==> src/rtl/shifter_pipe.sv <==
// shifter_pipe: pipelined barrel shifter (SLL/SRL/SRA, ROR when SHIFTER_ROTATE_EN is defined), one
// register per shift level and valid/ready flow control on both sides.
module shifter_pipe #(
    parameter int WIDTH = 32,
    localparam int SHW = $clog2(WIDTH)
) (
    input  logic             clk,
    input  logic             rst,
    input  logic             in_valid,
    output logic             in_ready,
    input  logic [WIDTH-1:0] in_data,
    input  logic [SHW-1:0]   in_shamt,
    input  logic [1:0]       in_op,
    output logic             out_valid,
    input  logic             out_ready,
    output logic [WIDTH-1:0] out_data,
    output logic             out_zero
);
    logic [SHW-1:0]   v_q, v_d, adv, iv, ld;
    logic [WIDTH-1:0] d_q [SHW];
    logic [WIDTH-1:0] d_d [SHW];
    logic [WIDTH-1:0] ix [SHW];
    logic [1:0]       op_q [SHW];
    logic [1:0]       op_d [SHW];
    logic [1:0]       iop [SHW];
    logic [SHW-1:0]   sh_q [SHW];
    logic [SHW-1:0]   sh_d [SHW];
    logic [SHW-1:0]   ish [SHW];
    logic             s_q [SHW];
    logic             s_d [SHW];
    logic             isg [SHW];

    function automatic logic [WIDTH-1:0] lvl(input logic [WIDTH-1:0] x, input logic [1:0] op,
                                             input logic sg, input logic en, input int k);
        logic [WIDTH-1:0] f;
        int s;
        s = 1 << k;
        f = sg ? ~({WIDTH{1'b1}} >> s) : '0;
        if (!en) return x;
        case (op)
            2'b00: return x << s;
            2'b10: return (x >> s) | f;
`ifdef SHIFTER_ROTATE_EN
            2'b11: return (x >> s) | (x << (WIDTH - s));
`endif
            default: return x >> s;
        endcase
    endfunction

    assign in_ready  = adv[0];
    assign out_valid = v_q[SHW-1];
    assign out_data  = d_q[SHW-1];
    assign out_zero  = out_data == '0;
    assign ld        = adv & iv;

    // Advance chain from the output back to the input, and what feeds each stage.
    always_comb begin
        adv[SHW-1] = out_ready || !v_q[SHW-1];
        for (int k = SHW - 2; k >= 0; k--) adv[k] = !v_q[k] || adv[k+1];
        iv[0]  = in_valid;
        ix[0]  = in_data;
        iop[0] = in_op;
        ish[0] = in_shamt;
        isg[0] = in_data[WIDTH-1];
        for (int k = 1; k < SHW; k++) begin
            iv[k]  = v_q[k-1];
            ix[k]  = d_q[k-1];
            iop[k] = op_q[k-1];
            ish[k] = sh_q[k-1];
            isg[k] = s_q[k-1];
        end
    end

    // Next stage state: load the shifted value on advance, keep data still across bubbles.
    always_comb begin
        for (int k = 0; k < SHW; k++) begin
            v_d[k]  = adv[k] ? iv[k] : v_q[k];
            d_d[k]  = ld[k] ? lvl(ix[k], iop[k], isg[k], ish[k][0], k) : d_q[k];
            op_d[k] = ld[k] ? iop[k] : op_q[k];
            sh_d[k] = ld[k] ? ish[k] >> 1 : sh_q[k];
            s_d[k]  = ld[k] ? isg[k] : s_q[k];
        end
    end

    // Stage registers; reset discards everything in flight.
    always_ff @(posedge clk or posedge rst) begin
        if (rst) begin
            v_q <= '0;
            for (int k = 0; k < SHW; k++) begin
                d_q[k]  <= '0;
                op_q[k] <= '0;
                sh_q[k] <= '0;
                s_q[k]  <= 1'b0;
            end
        end else begin
            v_q <= v_d;
            for (int k = 0; k < SHW; k++) begin
                d_q[k]  <= d_d[k];
                op_q[k] <= op_d[k];
                sh_q[k] <= sh_d[k];
                s_q[k]  <= s_d[k];
            end
        end
    end
endmodule

==> config.mk <==
export PLATFORM = sky130hd
export DESIGN_NAME = shifter_pipe
export DESIGN_NICKNAME = d
export VERILOG_FILES = /design/src/rtl/shifter_pipe.sv
export SDC_FILE = /design/constraint.sdc
export NUM_CORES = 1
export LEC_CHECK = 0
export ABC_AREA = 1
export BUFFER_PORTS_ARGS = -buffer_cell sky130_fd_sc_hd__buf_2
export CAP_MARGIN = 20
export CORE_MARGIN = 8
export CORE_UTILIZATION = 52
export DETAILED_ROUTE_END_ITERATION = 8
export GPL_TIMING_DRIVEN = 0
export PLACE_DENSITY = 0.7
export SLEW_MARGIN = 20
export SYNTH_ARGS = -nofsm -noshare
export SYNTH_HDL_FRONTEND = slang
export SYNTH_SLANG_ARGS = --single-unit
==> constraint.sdc <==
create_clock -name clk -period 14.2 [get_ports clk]
set_clock_uncertainty 0.1 [all_clocks]
set_input_delay 0.71 -clock clk [delete_from_list [all_inputs] [get_ports clk]]
set_output_delay 0.71 -clock clk [all_outputs]
set_load 0.01 [all_outputs]
**After elaboration in Yosys (flattened, before gate mapping)**

Cells that the tools add are included.

- Bits in registers: 187
- Input bits: 43
- Output and inout port bits: 35
- Logic and storage cells: 64

- Equal/unequal tests: 5
- Muxes and demuxes: 15
- Bitwise logic cells: 6
- Reductions and logical operators: 16

Operators with widths:

| kind | number |
|---|---|
| 32-bit 2-to-1 mux | 10 |
| 32-bit one-hot mux with 2 select lines | 5 |
| 32-bit logical NOT | 1 |
| 16-bit by 32-bit bitwise OR with 32-bit output | 1 |
| 24-bit by 32-bit bitwise OR with 32-bit output | 1 |
| 28-bit by 32-bit bitwise OR with 32-bit output | 1 |
| 30-bit by 32-bit bitwise OR with 32-bit output | 1 |
| 31-bit by 32-bit bitwise OR with 32-bit output | 1 |
| 2-bit equality test, second input constant | 5 |
| 2-bit logical NOT | 5 |
| 5-bit bitwise AND | 1 |
| 1-bit logical NOT | 5 |
| 1-bit logical OR | 5 |

**Logic depth before layout (Yosys ltp)**

Gate-level depths: netlist (run 1).

- Depth after elaboration: 7
- Gate-level depth with buffers: 8
- Depth with buffers taken out: 7

**Worst setup path after synthesis (run 1)**

No wires, ideal clock.

- Path type: input-to-output
- Start point: input out_ready
- End point: output in_ready
- Arrival time: 1.382 ns
- Data required time: 13.390 ns
- Setup slack: 12.008 ns
- Stages: 5
- Buffers on the path: 1
- Cell sequence: inv_1 > nand3_1 > nor2_2 > nand3_2 > clkbuf_1

- Longest elaborated chain between the ends: 5

Ends and longest elaborated chain:

| what | line | source |
|---|---|---|
| start, declared | 15 | `input logic out_ready,` |
| 1-bit logical OR | 58 | `adv[SHW-1] = out_ready \|\| !v_q[SHW-1];` |
| 1-bit logical OR (4 in a row) | 59 | `for (int k = SHW - 2; k >= 0; k--) adv[k] = !v_q[k] \|\| adv[k+1];` |
| end, declared | 10 | `output logic in_ready,` |

Every way passes these cells.

**Final worst setup path (run 1)**

Ends and elaborated chain as after synthesis.

==> summary.txt, run 1 <==
Clock network
  – H-tree depth: 4
  – TritonCTS buffer count: 17
  – CTS sink count: around 190
  – Clock Path Buffers: 2
  – CTS tree: built
  – Cts repair resizes: 0
  – CTS root buf: clkbuf_16
  – # hold bufs at CTS: 0
  – Post-CTS setup buffers: 0
  – Reg clk slew, reported paths: about 0.07 ns
  – Worst skew pair latency: 0.44 ns

Global route
  – Vias in the first global route: 9948
  – GRT Total Usage: ~25%
  – GRT overflow: 0
  – First-pass GRT wire length: roughly 50000 um
  – Largest net degree at the start of global routing: 98
  – Initial antenna violation count: 0

Floorplanning
  – Starting Density: 52.55%
  – Die width: 158.5 um
  – Chip Height: roughly 160 um
  – Full die area: 25130 um2
  – Top Ports: slightly below 80
  – FP Rows: 52
  – Core area: 20100 um2

Worst setup path
  – Buffers & Inverters on Critical Path: 4
  – CP endpoint kind: primary output
  – Setup crit start kind: primary input
  – Crit path from: out_ready
  – Critical path fanouts, max: 10
  – Data required time of the worst path: ~13 ns
  – Critical path, cell by cell: buf_2 > inv_1 > nand3_1 > nor2_2 > nand3_2 > clkbuf_1 > buf_2
  – Reg2reg start: ish[5]$_DFFE_PP0P_
  – Top delay family on crit path: buffers and inverters
  – Critical Path Most Common Cell: buf_2
  – CP arrival: 1.89 ns
  – Reg2reg path depth: 6
  – Critical R2R Capture: d_q[58]$_DFFE_PP0P_
  – Critical Path Max Stage Delay: approximately 0.28 ns
  – CP endpoint: in_ready
  – Worst path depth: 7
  – Setup CP Type: in -> out
  – Critical path's slowest cell: clkbuf_1
  – R2R setup slack: 12.45 ns

Placed design
  – Placer Congestion: 0.9828
  – Place WS: roughly 11 ns
  – DP HPWL: 23580 um
  – Number of I/O port buffers: 76
  – Post-Place Cells: between 1500 and 2000
  – Placed Area: 11320 um2

Cells and area
  – Fillers: 1999
  – # diodes: 0
  – Fin area: 11910 um2
  – Finished Layout Cells: 1930
  – Share of layout cells above drive strength 1: about 11%
  – Fin nets: 1690
  – P&R area growth vs syn: 12.74%

Power and ir drop
  – Net switching power: 1010 uW
  – Internal power: 1328 uW
  – Switching power share of the total: approximately 43%
  – Max VDD drop: 0.09816 mV
  – Seq pwr share: 38.0%
  – Logic pwr share: 41.2%
  – PwrDens: about 200 nW/um2
  – Clk pwr share: 20.7%
  – P_leak: 0.006409 uW

Yosys
  – Syn nets: 1594
  – Synth cell types: 21
  – Seq cells post-synth: 187
  – Mean Syn Cell Area: 6.811 um2
  – Register area share after synthesis: about 44%
  – Post-synthesis cell count: 1551
  – Yosys warning count: 0
  – Cell Area, Synth: 10560 um2

STA
  – Hold slack: 0.2683 ns
  – Setup WS post-layout: ~11 ns
  – Setup TNS: 0 ns
  – Minimum clock period: 2.703 ns
  – Final period util: about a fifth
  – Achievable Freq: 369.9 MHz
  – RSZ-0062 raised after global routing: no
  – Final setup viols: 0
  – Fin. Hold Viols: 0
  – Fin. max-slew vios: 0
  – Worst slew pin tran: 0.6620 ns
  – Relative slew slack: about 56%

Min path
  – HP Class: in -> async

Drt
  – Via density: 5.208
  – Antenna Nets Post-Route: 0
  – Avg WL per Cell: around 16 um
  – Initial drt markers: 730
  – DRT Pass-1 Iters: 5
  – Routed Wire Length: 30250 um
  – Drt drc: 0
  – Via count: 10052

Outcome
  – Outcome: finished, final reports clean

Flow run
  – Max-capacitance violation count: 0
stage by stage:
| stage | power (uW) | utilization (%) |
|---|---|---|
| finish | 2338 | 59.24 |
| floorplan | 1526 | - |
| global placement | 1838 | 56.12 |
| global route | 2511 | 59.24 |
| CTS | 2338 | 59.24 |
| detailed placement | 1852 | 56.29 |
Yosys cell counts:
cell      count  share of area [%]
nand2_1     584                 21
dfrtp_1     187                 44
inv_1       177                6.3
nand3_1     146                6.9
o21ai_0     105                5.0
nor2_1       74                2.6
a21oi_1      73                3.5
clkbuf_1     42                1.5
buf_2        38                1.8
o21ai_1      37                1.8
buf_4        36                2.6
a22oi_1      16                1.1
o22ai_1      14               0.83
buf_1        10               0.36
nand4_1       5               0.30
inv_2         2              0.071
a21oi_2       1              0.083
a31oi_2       1               0.12
clkinv_1      1              0.035
nand3_2       1              0.095
nor2_2        1              0.059
registers in the layout, summed over array words and instances, names as in the netlist:
| signal | count |
|---|---|
| d_q | 128 |
| iop | 8 |
| isg | 4 |
| ish | 10 |
| out_data | 32 |
| v_q | 5 |
final cells by class:
type                            instances  area (um2)  area share [%]
Tap cell                              270       337.8           2.836
Clock inverter                         13       150.1           1.261
Multi-Input combinational cell       1058        4553           38.23
Inverter                              180       683.2           5.736
Clock buffer                           19       442.9           3.719
Buffer                                126       655.6           5.505
Sequential cell                       187        4679           39.29
Timing Repair Buffer                   77       407.9           3.425
layout by cell type, fill, tap and decap left out, drive strengths merged:
master | synthesis | layout
bufinv | 0 | 1
clkinv | 1 | 3
a31oi | 1 | 1
nand2 | 584 | 584
nand4 | 5 | 5
nand3 | 147 | 147
o22ai | 14 | 14
a21oi | 74 | 74
buf | 84 | 161
clkbuf | 42 | 61
a22oi | 16 | 16
nor2 | 75 | 75
o21ai | 142 | 142
inv | 179 | 187
dfrtp | 187 | 187
clkinvlp | 0 | 2
worst min-delay path by stage:
| stage | from | endpoint | cells past startpoint |
|---|---|---|---|
| 2_1_floorplan | d_q[132]$_DFFE_PP0P_ | d_q[132]$_DFFE_PP0P_ | 2 |
| 3_3_place_gp | ish[17]$_DFFE_PP0P_ | ish[17]$_DFFE_PP0P_ | 2 |
| 3_5_place_dp | d_q[149]$_DFFE_PP0P_ | d_q[149]$_DFFE_PP0P_ | 2 |
| 4_1_cts | rst | v_q[4]$_DFFE_PP0P_ | 2 |
| 5_1_grt | rst | v_q[4]$_DFFE_PP0P_ | 2 |
| 6_report | rst | v_q[4]$_DFFE_PP0P_ | 2 |
cell families (layout without fill, tap and decap cells):
| family | count (synthesis) | in the layout | share of synthesized area, % |
|---|---|---|---|
| simple gates | 811 | 811 | 30.75 |
| buf+inv | 306 | 415 | 12.60 |
| compound gates | 247 | 247 | 12.35 |
| flops | 187 | 187 | 44.30 |
power by group through the flow:
stage	Sequential (uW)	Combinational, uW	Clock, uW
6_report	890	964	484
5_1_grt	908	1090	508
4_1_cts	885	964	488
3_5_place_dp	895	957	0
3_3_place_gp	891	947	0
2_1_floorplan	828	698	0
metal layers:
layer,GRT usage (%),vias up,wire length (um)
met5,0,-,0
met3,3.122,88,1276
met4,13.34,0,1508
met1,28.50,4602,12260
li1,-,5033,-
met2,45.94,329,15200
worst reg2reg max path: stages (launching register included):
cell,delay [ns]
dfrtp_1,0.44
inv_1,0.09
buf_2,0.23
buf_1,0.44
a21oi_1,0.14
nand2_1,0.14
nand2_1,0.06
Power figures use the tool's default switching activity.
==> run 2: changes to the inputs <==
PLACE_DENSITY = 0.73   (was 0.7)
clock period = 2.2 ns   (was 14.2 ns; I/O delays follow)
==> summary.txt, run 2 (synthesis results as in run 1) <==
Cells and area
  – Max reg flops: 128 (unchanged)
  – Share of layout cells above drive strength 1: 11.35% (was 11.39%)
  – Most common cell after layout, fill and taps aside: nand2_1 (unchanged)
  – P&R area growth vs syn: 17.00% (was 12.74%)
  – Register area: 4679 um2 (unchanged)
  – Final core occ: 61.48% (was 59.24%)
  – # diodes: 0 (unchanged)
  – Fin nets: 1731 (was 1690)
  – Biggest register: d_q (unchanged)
  – Finished Layout Cells: 1971 (was 1930)
  – Fillers: 1875 (was 1999)
  – Fin area: 12360 um2 (was 11910 um2)
  – Multi-input logic area: 4553 um2 (unchanged)
  – Most frequent cells in the layout: 584 x nand2_1, 187 x dfrtp_1, 176 x inv_1, 146 x nand3_1, 114 x buf_2 (unchanged)

Drt
  – DRT Pass-1 Iters: 6 (was 5)
  – Via density: 5.247 (was 5.208)
  – Routed Wire Length: 29940 um (was 30250 um)
  – Initial drt markers: 834 (was 730)
  – Avg WL per Cell: 15.19 um (was 15.67 um)
  – Antenna Nets Post-Route: 0 (unchanged)
  – Via count: 10341 (was 10052)
  – Drt drc: 0 (unchanged)

Power and ir drop
  – Max VDD drop: 0.6450 mV (was 0.09816 mV)
  – P_leak: 0.006606 uW (was 0.006409 uW)
  – PwrDens: 1224 nW/um2 (was 196.3 nW/um2)

Placed design
  – Post-Place Cells: 1902 (was 1898)
  – DP HPWL: 23010 um (was 23580 um)
  – Number of I/O port buffers: 76 (unchanged)
  – Placed Area: 11390 um2 (was 11320 um2)
  – Placer Congestion: 0.9585 (was 0.9828)

Floorplanning
  – Core area: 20100 um2 (unchanged)
  – Starting Density: 52.55% (unchanged)
  – Full die area: 25130 um2 (unchanged)
  – Die width: 158.5 um (unchanged)
  – FP Rows: 52 (unchanged)
  – Chip Height: 158.5 um (unchanged)
  – Top Ports: 78 (unchanged)

Clock network
  – TritonCTS buffer count: 17 (unchanged)
  – Clock Path Buffers: 2 (unchanged)
  – Reg clk slew, reported paths: 0.07 ns (about the same)
  – H-tree depth: 4 (unchanged)
  – Worst skew pair latency: 0.44 ns (about the same)
  – CTS root buf: clkbuf_16 (unchanged)
  – CTS sink count: 187 (unchanged)
  – CTS tree: built (unchanged)

Worst setup path
  – R2R setup slack: 0.27 ns (was 12.45 ns)
  – CP arrival: 1.82 ns (was 1.89 ns)
  – Critical R2R Capture: d_q[134]$_DFFE_PP0P_ (was d_q[58]$_DFFE_PP0P_)
  – Setup crit start kind: register (was primary input)
  – Reg2reg start: v_q[4]$_DFFE_PP0P_ (was ish[5]$_DFFE_PP0P_)
  – Data required time of the worst path: 1.99 ns (was 13.39 ns)
  – Setup CP Type: reg -> out (was in -> out)
  – Reg2reg path depth: 6 (unchanged)
  – Crit path from: v_q[4]$_DFFE_PP0P_ (was out_ready)
  – Critical path fanouts, max: 15 (was 10)
  – CP endpoint kind: primary output (unchanged)
  – CP endpoint: in_ready (unchanged)

Outcome
  – Outcome: finished, final reports clean (unchanged)

STA
  – Fin. max-slew vios: 0 (unchanged)
  – Minimum clock period: 2.034 ns
  – Final period util: 92.47%
  – Worst slew pin tran: 0.6517 ns (was 0.6620 ns)
  – Achievable Freq: 491.5 MHz
  – Hold slack: 0.006168 ns (was 0.2683 ns)
  – RSZ-0062 raised after global routing: no (unchanged)
  – Relative slew slack: 56.46% (was 55.86%)
  – Final setup viols: 0 (unchanged)
  – Fin. Hold Viols: 0 (unchanged)

Min path
  – HP Class: in -> reg (was in -> async)

Global route
  – First-pass GRT wire length: 49420 um (was 49510 um)
  – Vias in the first global route: 10209 (was 9948)
  – GRT Total Usage: 24.99% (was 25.27%)
  – Initial antenna violation count: 0 (unchanged)
  – Largest net degree at the start of global routing: 36 (was 98)
  – GRT overflow: 0 (unchanged)

Flow run
  – Max-capacitance violation count: 0 (unchanged)
[run 2: cell types whose count changed in the layout (fill, tap and decap cells not counted)]
cell	change
inv_6	+2
bufinv_16	+1
clkbuf_1	-1
clkinv_8	-1
buf_16	-1
buf_12	+5
dlygate4sd3_1	+38
clkinvlp_4	-1
clkinv_2	+2
inv_8	-3
[run 2: layout make-up]
class / instances / area share [%]
Sequential cell: 187 / 37.86
Multi-Input combinational cell: 1058 / 36.84
Timing Repair Buffer: 119 / 6.965
Inverter: 180 / 5.497
Buffer: 125 / 5.274
Clock buffer: 19 / 3.584
Tap cell: 270 / 2.733
Clock inverter: 13 / 1.245
[run 2: worst min path at each step]
stage	depth (start not counted)	startpoint	to
floorplan	2	in_op[0]	iop[6]$_DFFE_PP0P_
global placement	3	in_shamt[2]	ish[16]$_DFFE_PP0P_
detailed placement	2	rst	ish[16]$_DFFE_PP0P_
CTS	5	in_data[1]	d_q[129]$_DFFE_PP0P_
global route	5	in_data[1]	d_q[129]$_DFFE_PP0P_
finish	5	in_data[1]	d_q[129]$_DFFE_PP0P_
[run 2: repair_timing]
item | CTS | global route
buffers inserted | 0 | 0
endpoints found under the hold margin | 64 | 0
gates resized for setup | 0 | 0
hold buffers | 38 | 0
setup endpoints to repair | 0 | 1
[run 2: worst max-delay path, stage by stage, from the launching register on]
cell,delay (ns)
dfrtp_1,0.40
nand3_1,0.14
nor2_2,0.24
nand3_2,0.34
buf_2,0.26
[run 2: per-stage QoR]
step | TNS, ns | power [uW] | worst slack (ns)
after floorplan | -77.89 | 9850 | -0.4165
after global placement | -265.29 | 11720 | -1.428
after detailed placement | 0 | 11860 | 0.4540
after CTS | 0 | 15070 | 0.04114
after global routing | 0 | 16240 | 0.05304
final | 0 | 15120 | 0.1656
[run 2: metal layers]
layer  track usage, %  vias up  part of all wire [%]
li1                 -     5124                     -
met1            26.88     4738                    40
met2            46.41      374                    51
met3            3.583      105                   4.4
met4            13.56        0                   5.0
met5                0        -                     0
[run 2: report_power, final]
| part | internal (uW) | total (uW) | switching [uW] |
|---|---|---|---|
| clock | 1740 | 3150 | 1410 |
| sequential | 4690 | 5720 | 1030 |
| combinational | 2290 | 6250 | 3960 |
| total | 8720 | 15100 | 6400 |
==> run 3: changes to the inputs <==
PLACE_DENSITY = 0.7   (was 0.73)
clock period = 2.1 ns   (was 2.2 ns; I/O delays follow)
==> summary.txt, run 3 (synthesis results as in run 1) <==
Min path
  – Hold Path Depth: 5 (unchanged)
  – Hold Startpoint: in_data[12] (was in_data[1])
  – HP Class: in -> reg (unchanged)
  – Worst hold endpoint: d_q[140]$_DFFE_PP0P_ (was d_q[129]$_DFFE_PP0P_)

STA
  – Minimum clock period: 1.963 ns
  – Final period util: slightly above 90%
  – RSZ-0062 raised after global routing: no (unchanged)
  – Achievable Freq: 509.4 MHz
  – Relative slew slack: 63.05% (was 56.46%)
  – Fin. max-slew vios: 0 (unchanged)
  – Setup WS post-layout: 0.1371 ns (was 0.1656 ns)
  – Hold slack: -0.002327 ns (was 0.006168 ns)
  – Fin. Hold Viols: 2 (was 0)
  – Worst slew pin tran: 0.5543 ns (was 0.6517 ns)
  – Final setup viols: 0 (unchanged)

Floorplanning
  – Starting Density: 52.55% (unchanged)
  – Core area: 20100 um2 (unchanged)
  – Chip Height: 158.5 um (unchanged)
  – Full die area: 25130 um2 (unchanged)
  – FP Rows: 52 (unchanged)
  – Top Ports: 78 (unchanged)
  – Die width: 158.5 um (unchanged)

Outcome
  – Failing checks: hold timing
  – Outcome: complete, but fails checks (was finished, final reports clean)

Worst setup path
  – Setup CP Type: reg -> out (unchanged)
  – Critical Path Max Stage Delay: 0.38 ns (was 0.40 ns)
  – R2R setup slack: 0.34 ns (was 0.27 ns)
  – Data required time of the worst path: 1.89 ns (was 1.99 ns)
  – CP endpoint kind: primary output (unchanged)
  – Critical R2R Capture: d_q[58]$_DFFE_PP0P_ (was d_q[134]$_DFFE_PP0P_)
  – Critical path, cell by cell: nand3_1 > nor2_4 > nand3_2 > clkbuf_2 > buf_2 (was nand3_1 > nor2_2 > nand3_2 > buf_2)
  – Reg2reg path depth: 6 (unchanged)
  – Critical path's slowest cell: dfrtp_1 (unchanged)
  – CP arrival: 1.76 ns (was 1.82 ns)
  – Critical path fanouts, max: 10 (was 15)
  – Reg2reg start: ish[5]$_DFFE_PP0P_ (was v_q[4]$_DFFE_PP0P_)
  – Setup crit start kind: register (unchanged)

Power and ir drop
  – P_leak: 0.006546 uW (was 0.006606 uW)
  – Switching power share of the total: 42.98% (was 42.31%)
  – Logic pwr share: 42.2% (was 41.4%)
  – Clk pwr share: 19.5% (was 20.8%)
  – PwrDens: 1281 nW/um2 (was 1224 nW/um2)
  – Total power: 15710 uW (was 15120 uW)
  – Seq pwr share: 38.4% (was 37.8%)
  – Internal power: 8956 uW (was 8724 uW)
  – Max VDD drop: 0.5896 mV (was 0.6450 mV)
  – Net switching power: 6751 uW (was 6399 uW)

Placed design
  – Placer Congestion: 0.9365 (was 0.9585)
  – Number of I/O port buffers: 76 (unchanged)
  – Place WS: 0.3557 ns (was 0.4540 ns)
  – Placed Area: 11410 um2 (was 11390 um2)
  – DP HPWL: 24490 um (was 23010 um)
  – Post-Place Cells: 1903 (was 1902)

Global route
  – Largest net degree at the start of global routing: 35 (was 36)
  – GRT overflow: 0 (unchanged)
  – Vias in the first global route: 10265 (was 10209)
  – Initial antenna violation count: 0 (unchanged)
  – First-pass GRT wire length: 51430 um (was 49420 um)
  – GRT Total Usage: 26.24% (was 24.99%)

Cells and area
  – Share of layout cells above drive strength 1: 11.40% (was 11.35%)
  – Most common cell after layout, fill and taps aside: nand2_1 (unchanged)
  – P&R area growth vs syn: 16.05% (was 17.00%)
  – Fillers: 1944 (was 1875)
  – Max reg flops: 128 (unchanged)
  – Biggest register: d_q (unchanged)
  – Fin area: 12260 um2 (was 12360 um2)
  – Final core occ: 60.98% (was 61.48%)
  – Fin nets: 1724 (was 1731)
  – Register area: 4679 um2 (unchanged)
  – # diodes: 0 (unchanged)
  – Finished Layout Cells: 1963 (was 1971)
  – Multi-input logic area: 4558 um2 (was 4553 um2)
  – Most frequent cells in the layout: 584 x nand2_1, 187 x dfrtp_1, 176 x inv_1, 146 x nand3_1, 114 x buf_2 (unchanged)

Clock network
  – CTS sink count: 187 (unchanged)
  – Worst skew pair latency: 0.43 ns (was 0.44 ns)
  – Reg clk slew, reported paths: 0.07 ns (about the same)
  – H-tree depth: 4 (unchanged)
  – TritonCTS buffer count: 17 (unchanged)
  – Post-CTS setup buffers: 0 (unchanged)
  – Clock Path Buffers: 2 (unchanged)
  – CTS root buf: clkbuf_16 (unchanged)
  – CTS tree: built (unchanged)

Drt
  – Via count: 10261 (was 10341)
  – Avg WL per Cell: 15.95 um (was 15.19 um)
  – Drt drc: 0 (unchanged)
  – Initial drt markers: 678 (was 834)
  – DRT Pass-1 Iters: 5 (was 6)
  – Antenna Nets Post-Route: 0 (unchanged)
  – Routed Wire Length: 31300 um (was 29940 um)
  – Via density: 5.227 (was 5.247)

Flow run
  – Max-capacitance violation count: 0 (unchanged)
==> run 3: through the flow <==
stage	hold WS [ns]	setup TNS [ns]
final	-0.002327	0
after floorplan	0.1496	-95.65
after global routing	0.02056	0
after CTS	0.0001196	0
after global placement	0.2568	-301.91
after detailed placement	0.02851	0
==> run 3: worst max path at each step <==
stage / start / endpoint / slack [ns]
final: v_q[4]$_DFFE_PP0P_ / in_ready / 0.14
after global routing: v_q[4]$_DFFE_PP0P_ / in_ready / 0.009
after CTS: v_q[4]$_DFFE_PP0P_ / in_ready / 0.02
after detailed placement: ish[5]$_DFFE_PP0P_ / d_q[58]$_DFFE_PP0P_ / 0.36
after global placement: rst / d_q[34]$_DFFE_PP0P_ / -1.63
after floorplan: rst / d_q[100]$_DFFE_PP0P_ / -0.51
==> run 3: repair_timing <==
action | in CTS | in global routing
hold endpoints to repair | 116 | 0
endpoints found under the setup margin | 0 | 1
resized for setup | 0 | 3
hold buffers | 29 | 0
==> run 3: final cells by class <==
class	instances	area share, %
clock inverters	12	0.9492
repair buffers	111	6.512
clock buffers	19	3.531
multi-input cells	1058	37.18
plain buffers	126	5.358
flip-flops and latches	187	38.17
inverters	180	5.542
well taps	270	2.756
==> run 3: power groups by stage <==
stage | clock (uW) | sequential, uW | combinational (uW)
global route | 3250 | 6150 | 7490
detailed placement | 0 | 6070 | 6540
global placement | 0 | 6050 | 6460
CTS | 3100 | 6010 | 6630
floorplan | 0 | 5600 | 4720
finish | 3060 | 6020 | 6620
==> run 3: critical path: cells and delay by family (launching register included) <==
kind | cells | cell delay [ns]
buf+inv | 2 | 0.44
simple gates | 3 | 0.51
flops | 1 | 0.38
==> run 3: metal layers <==
metal / GRT usage, % / wire (um) / up-vias
met1: 29.31 / 12480 / 4779
met3: 3.393 / 1210 / 83
met5: 0 / 0 / -
met2: 47.29 / 15850 / 295
li1: - / - / 5104
met4: 15.18 / 1768 / 0
